==> src/rtl/imem_pkg.sv <==
// imem_pkg: shared types and constants for the instruction-memory loader.
// Contents: loader FSM state encoding, frame framing constants.
// No logic; imported by imem_loader.
package imem_pkg;

  typedef enum logic [2:0] {
    ST_IDLE   = 3'd0,
    ST_LEN_HI = 3'd1,
    ST_LEN_LO = 3'd2,
    ST_DATA   = 3'd3,
    ST_CSUM   = 3'd4,
    ST_DONE   = 3'd5,
    ST_ERR    = 3'd6
  } state_t;

  // Frame overhead around the payload: 16-bit big-endian length header, XOR checksum trailer.
  localparam int HDR_BYTES  = 2;
  localparam int CSUM_BYTES = 1;

  // A byte is only consumed in the header, payload and checksum states.
  function automatic logic st_accepts(input state_t s);
    return (s == ST_LEN_HI) || (s == ST_LEN_LO) || (s == ST_DATA) || (s == ST_CSUM);
  endfunction

endpackage

==> src/rtl/imem_loader.sv <==
// imem_loader: loads a length-prefixed, XOR-checksummed program image from a byte
//   stream into byte-addressed instruction memory (byte k -> address k) and holds
//   the CPU until a verified image is present.
// Latency: a payload byte accepted on edge t is written (mem_we) during cycle t..t+1;
//   done/err assert the cycle after the checksum byte is accepted.
// Backpressure: in_ready is registered and high only while a frame is in progress;
//   in_valid low simply stalls with no side effects.
// Ports:
//   clk, rst (async active-high), start (1-cycle pulse)
//   in_valid / in_data / in_ready : byte stream in
//   mem_we / mem_addr / mem_wdata  : registered memory byte write port
//   cpu_hold, done, err            : status levels; byte_count : payload bytes written
module imem_loader
  import imem_pkg::*;
#(
  parameter int MEM_BYTES = 512,
  parameter int ADDR_W    = 9
) (
  input  logic              clk,
  input  logic              rst,
  input  logic              start,
  input  logic              in_valid,
  input  logic [7:0]        in_data,
  output logic              in_ready,
  output logic              mem_we,
  output logic [ADDR_W-1:0] mem_addr,
  output logic [7:0]        mem_wdata,
  output logic              cpu_hold,
  output logic              done,
  output logic              err,
  output logic [ADDR_W:0]   byte_count
);

  localparam logic [16:0] LP_MAX_LEN = 17'(MEM_BYTES);

  state_t            r_state;
  logic [15:0]       r_len;
  logic [ADDR_W:0]   r_cnt;
  logic [7:0]        r_acc;
  logic              r_in_ready;
  logic              r_we;
  logic [ADDR_W-1:0] r_addr;
  logic [7:0]        r_wdata;
  logic              r_done;
  logic              r_err;
  logic              r_cpu_hold;

  state_t            w_nxt;
  logic              w_xfer;
  logic [15:0]       w_len_n;
  logic [ADDR_W:0]   w_cnt_inc;
  logic              w_len_bad;

  assign w_xfer    = in_valid && r_in_ready;
  // Full length as it will be once the low byte currently on the bus is taken.
  assign w_len_n   = {r_len[15:8], in_data};
  assign w_cnt_inc = r_cnt + 1'b1;
  // Images must fit in memory and be a whole number of 32-bit instruction words.
  assign w_len_bad = ({1'b0, w_len_n} > LP_MAX_LEN) || (w_len_n[1:0] != 2'b00);

  always_comb begin
    w_nxt = r_state;
    case (r_state)
      ST_IDLE, ST_DONE, ST_ERR: begin
        if (start) w_nxt = ST_LEN_HI;
      end
      ST_LEN_HI: begin
        if (w_xfer) w_nxt = ST_LEN_LO;
      end
      ST_LEN_LO: begin
        if (w_xfer) begin
          if (w_len_bad)              w_nxt = ST_ERR;
          else if (w_len_n == 16'd0)  w_nxt = ST_CSUM;
          else                        w_nxt = ST_DATA;
        end
      end
      ST_DATA: begin
        if (w_xfer && (16'(w_cnt_inc) == r_len)) w_nxt = ST_CSUM;
      end
      ST_CSUM: begin
        if (w_xfer) w_nxt = (in_data == r_acc) ? ST_DONE : ST_ERR;
      end
      default: w_nxt = ST_IDLE;
    endcase
  end

  // Status outputs are registered from the next state so they line up with r_state.
  always_ff @(posedge clk or posedge rst) begin
    if (rst) begin
      r_state    <= ST_IDLE;
      r_len      <= '0;
      r_cnt      <= '0;
      r_acc      <= '0;
      r_in_ready <= 1'b0;
      r_we       <= 1'b0;
      r_addr     <= '0;
      r_wdata    <= '0;
      r_done     <= 1'b0;
      r_err      <= 1'b0;
      r_cpu_hold <= 1'b1;
    end else begin
      r_state    <= w_nxt;
      r_in_ready <= st_accepts(w_nxt);
      r_done     <= (w_nxt == ST_DONE);
      r_err      <= (w_nxt == ST_ERR);
      r_cpu_hold <= (w_nxt != ST_DONE);
      r_we       <= 1'b0;

      case (r_state)
        ST_IDLE, ST_DONE, ST_ERR: begin
          if (start) begin
            r_cnt <= '0;
            r_acc <= '0;
          end
        end
        ST_LEN_HI: begin
          if (w_xfer) r_len[15:8] <= in_data;
        end
        ST_LEN_LO: begin
          if (w_xfer) r_len[7:0] <= in_data;
        end
        ST_DATA: begin
          if (w_xfer) begin
            // Write index is the count before increment, so byte k lands at address k.
            r_we    <= 1'b1;
            r_addr  <= r_cnt[ADDR_W-1:0];
            r_wdata <= in_data;
            r_acc   <= r_acc ^ in_data;
            r_cnt   <= w_cnt_inc;
          end
        end
        default: ;
      endcase
    end
  end

  assign in_ready   = r_in_ready;
  assign mem_we     = r_we;
  assign mem_addr   = r_addr;
  assign mem_wdata  = r_wdata;
  assign cpu_hold   = r_cpu_hold;
  assign done       = r_done;
  assign err        = r_err;
  assign byte_count = r_cnt;

endmodule

==> config.mk <==
export PLATFORM = sky130hd
export DESIGN_NAME = imem_loader
export DESIGN_NICKNAME = d
export VERILOG_FILES = /design/src/rtl/imem_pkg.sv /design/src/rtl/imem_loader.sv
export SDC_FILE = /design/constraint.sdc
export NUM_CORES = 1
export LEC_CHECK = 0
export BUFFER_PORTS_ARGS = -buffer_cell sky130_fd_sc_hd__buf_2
export CAP_MARGIN = 20
export CORE_MARGIN = 4
export CORE_UTILIZATION = 40
export CTS_CLUSTER_SIZE = 24
export DETAILED_ROUTE_END_ITERATION = 8
export PLACE_DENSITY = 0.67
export SYNTH_ARGS = -nofsm -noshare
export SYNTH_HDL_FRONTEND = slang
export SYNTH_SLANG_ARGS = --single-unit
export TNS_END_PERCENT = 5
==> constraint.sdc <==
create_clock -name clk -period 5.7 [get_ports clk]
set_input_delay 0.285 -clock clk [delete_from_list [all_inputs] [get_ports clk]]
set_output_delay 0.285 -clock clk [all_outputs]
set_load 0.03 [all_outputs]
==> impl_metrics.py <==
metrics = {
    "final_layout": {
        "syn2layout_area_growth_pct": 17.8,
        "drive_gt1_share_pct": 25.6,
        "antennaDiodeCount": 0,
        "nets": 356,
        "fill_cells": 704,
    },
    "placement": {
        "gp_congestion": 0.830,
        "post-dp-hpwl_mm": 4.35,
        "io_buffers": 43,
    },
    "clocking": {
        "cts_max_level": 3,
        "cts_resized": 0,
        "clock_path_buffers": 2,
        "tritoncts": "yes",
        "postCtsSetupBuffers": 0,
        "ctsHoldBuffers": 0,
        "cts-root-buf": "clkbuf_8",
        "numCtsBuffers": 9,
        "clk_latency_ps": 340,
        "clock-sinks": 59,
        "cts.clk_slew.worst_paths_ps": 70,
    },
    "pwr": {
        "power_frac_clock_pct": 27.6,
        "peakVddDrop_uv": 227,
        "comb_power_share_pct": 33.3,
        "switching_share_pct": 36.0,
        "total_power_mw": 1.78,
        "powerDensity_nw_per_um2": 512,
        "p_sw_mw": 0.640,
        "seq_power_share_pct": 39.0,
        "p_leak_nw": 1.63,
        "p_int_mw": 1.14,
    },
    "floorplan": {
        "num_io_pins": 44,
        "die-width_um": 93.9,
        "rows": 31,
        "initial_core_util_pct": 40.9,
        "die-area_um2": 8820,
        "die_h_um": 93.9,
        "coreArea_um2": 7210,
    },
    "global_routing": {
        "grtUsageTotal_pct": 15.8,
        "grt_max_degree": 60,
        "first_global_vias": 2216,
        "antenna_found_initial": 0,
        "gr-total-overflow": 0,
        "grt_first_pass_wirelength_mm": 10.8,
    },
    "drt": {
        "wl_per_cell_um": 14.1,
        "totalWireLength_mm": 6.30,
        "vias": 2259,
        "drt_pass1_iterations": 4,
        "vias_per_cell": 5.05,
        "drtIter0Drc": 77,
        "antenna_left": 0,
        "drcViolationCount": 0,
    },
    "timing": {
        "fin_worst_skew_ps": 3.92,
        "final_max_slew_viol_count": 0,
        "finalHoldViolCount": 0,
        "period_share_pct": 43.9,
        "max_freq_ghz": 0.400,
        "min_period_ps": 2500,
        "rsz0062_at_grt": "no",
        "fin_hold_ws_ps": 145,
        "maxSlewHeadroom_pct": 35.5,
        "fin_tns_setup_ps": 0,
        "worst_pin_slew_ps": 965,
        "setup_viol": 0,
    },
    "synthesis": {
        "synth_cell_types": 48,
        "synth_area_per_cell_um2": 9.81,
        "synth_seq_cells": 59,
        "ys_async_sr_fraction_pct": 100,
        "synthMuxAreaShare_pct": 6.10,
        "synth_most_common_cell": "nand2_1",
        "synth_area_leaders": "dfrtp_1 (49%), nand2_1 (7.8%), mux2_2 (6.1%)",
        "synth_top_cell_by_area": "dfrtp_1",
        "synth_top_area_share_pct": 49.2,
        "syn_nets": 314,
        "synth-compound-area-share_pct": 12.5,
        "synth_fa_ha_area_share_pct": 0.424,
        "synth_top_family_by_area": "simple AND/OR/NAND/NOR gates",
        "synth_edf_count": 0,
        "ys_top_cells_by_count": "nand2_1 (61), dfrtp_1 (58), o21ai_0 (32)",
        "synth-xor-area-share_pct": 6.82,
        "yosys.area_share.simple_pct": 20.0,
        "yosysWarnings": 0,
        "synthFlopType": "dfrtp_1",
        "synthCells": 301,
        "synth-seq-area-share_pct": 50.1,
        "syn_area_um2": 2950,
    },
    "setup_path": {
        "worst_setup_path_start_kind": "flip-flop",
        "path_max_fanout": 10,
        "crit_arrival_ps": 2760,
        "endpoint_kind": "flip-flop",
        "critPathKind": "flip-flop to flip-flop",
        "cp.required_ps": 5960,
        "reg2reg_setup_slack_ps": 3200,
    },
    "flow_run": {
        "cap_viol_max_count": 0,
    },
    "outcome": {
        "status": "finished clean",
    },
    "worst_hold_path": {
        "min_path_type": "input port to asynchronous set/reset pin",
    },
}
[area by class of cell]
| cell class | instances | area [µm²] | share of cell area (%) |
|---|---|---|---|
| Inverter | 6 | 22.5 | 0.648 |
| Tap cell | 99 | 124 | 3.56 |
| Sequential cell | 59 | 1480 | 42.5 |
| Timing Repair Buffer | 46 | 238 | 6.84 |
| Multi-Input combinational cell | 221 | 1360 | 39.0 |
| Clock inverter | 4 | 95.1 | 2.73 |
| Clock buffer | 12 | 165 | 4.75 |
[flip-flops by register name (all words and copies together) (netlist names)]
name        flops
in_ready        1
cpu_hold        1
err             1
mem_addr        9
r_len          16
mem_we          1
byte_count     10
r_acc           8
mem_wdata       8
done            1
r_state         3
[power by group through the flow]
stage | Clock [mW] | Sequential, mW | Combinational [mW]
finish | 0.492 | 0.694 | 0.593
floorplan | 0 | 0.756 | 0.388
CTS | 0.504 | 0.693 | 0.603
global placement | 0 | 0.692 | 0.589
detailed placement | 0 | 0.699 | 0.602
global route | 0.524 | 0.713 | 0.659
[path summary, 6_finish.rpt]
path                               startpoint           end  depth (start not counted)
worst max-delay path            byte_count[0]      cpu_hold                          8
worst min-delay path                      rst  mem_wdata[4]                          3
worst max register to register  byte_count[0]      cpu_hold                          8
worst min register to register    mem_addr[4]   mem_addr[4]                          2
max in group asynchronous                 rst      in_ready                          3
min in group clk                   in_data[2]  mem_wdata[2]                          3
[metal layers]
| layer | track usage, % | vias up | wire (µm) |
|---|---|---|---|
| li1 | - | 1131 | - |
| met1 | 20.6 | 1072 | 2990 |
| met2 | 24.2 | 48 | 2880 |
| met3 | 5.13 | 8 | 352 |
| met4 | 6.02 | 0 | 65 |
| met5 | 0 | - | 0 |
[metrics by stage]
stage          std cells  util (%)  setup WS (ps)  cell area (µm²)
5_1_grt              447      48.2           2950             3480
4_1_cts              447      48.2           3190             3480
6_report             447      48.2           3200             3480
3_3_place_gp         431      44.6           3310             3220
3_5_place_dp         431      44.6           3200             3220
2_1_floorplan        301         -           3340             2950
[cell families after synthesis]
group,count (synthesis)
fa+ha+maj,1
mux,16
flops,59
compound gates,60
buf+inv,21
xor+xnor,23
simple gates,121
[layout by cell type (no fill, tap or decap), types with 2 or more instances in the layout]
master / count
nand3b_1: 2
buf_2: 43
and2_1: 2
nand4_1: 4
clkbuf_8: 12
mux2_2: 16
o21a_1: 2
xor2_1: 8
a21oi_2: 2
o31ai_1: 3
nor4_1: 4
nor2b_1: 3
o21ai_0: 32
nand3_1: 8
nor2_1: 21
nand4b_1: 2
inv_1: 5
bufinv_16: 3
xnor2_1: 15
dfrtp_1: 58
nand2b_1: 2
nor4b_2: 2
or2_1: 2
a31oi_1: 2
a21oi_1: 7
nand2_1: 61
buf_4: 3
[critical path, cell delays in order, from the launching register on]
cell      delay (ps)
dfrtp_1          520
ha_1             330
and2_1           300
a211oi_1         110
o31ai_1          280
o211ai_2         160
nor4_2           320
a21oi_2          130
or2_1            260
Note: power is estimated with default switching activity, not from simulation.
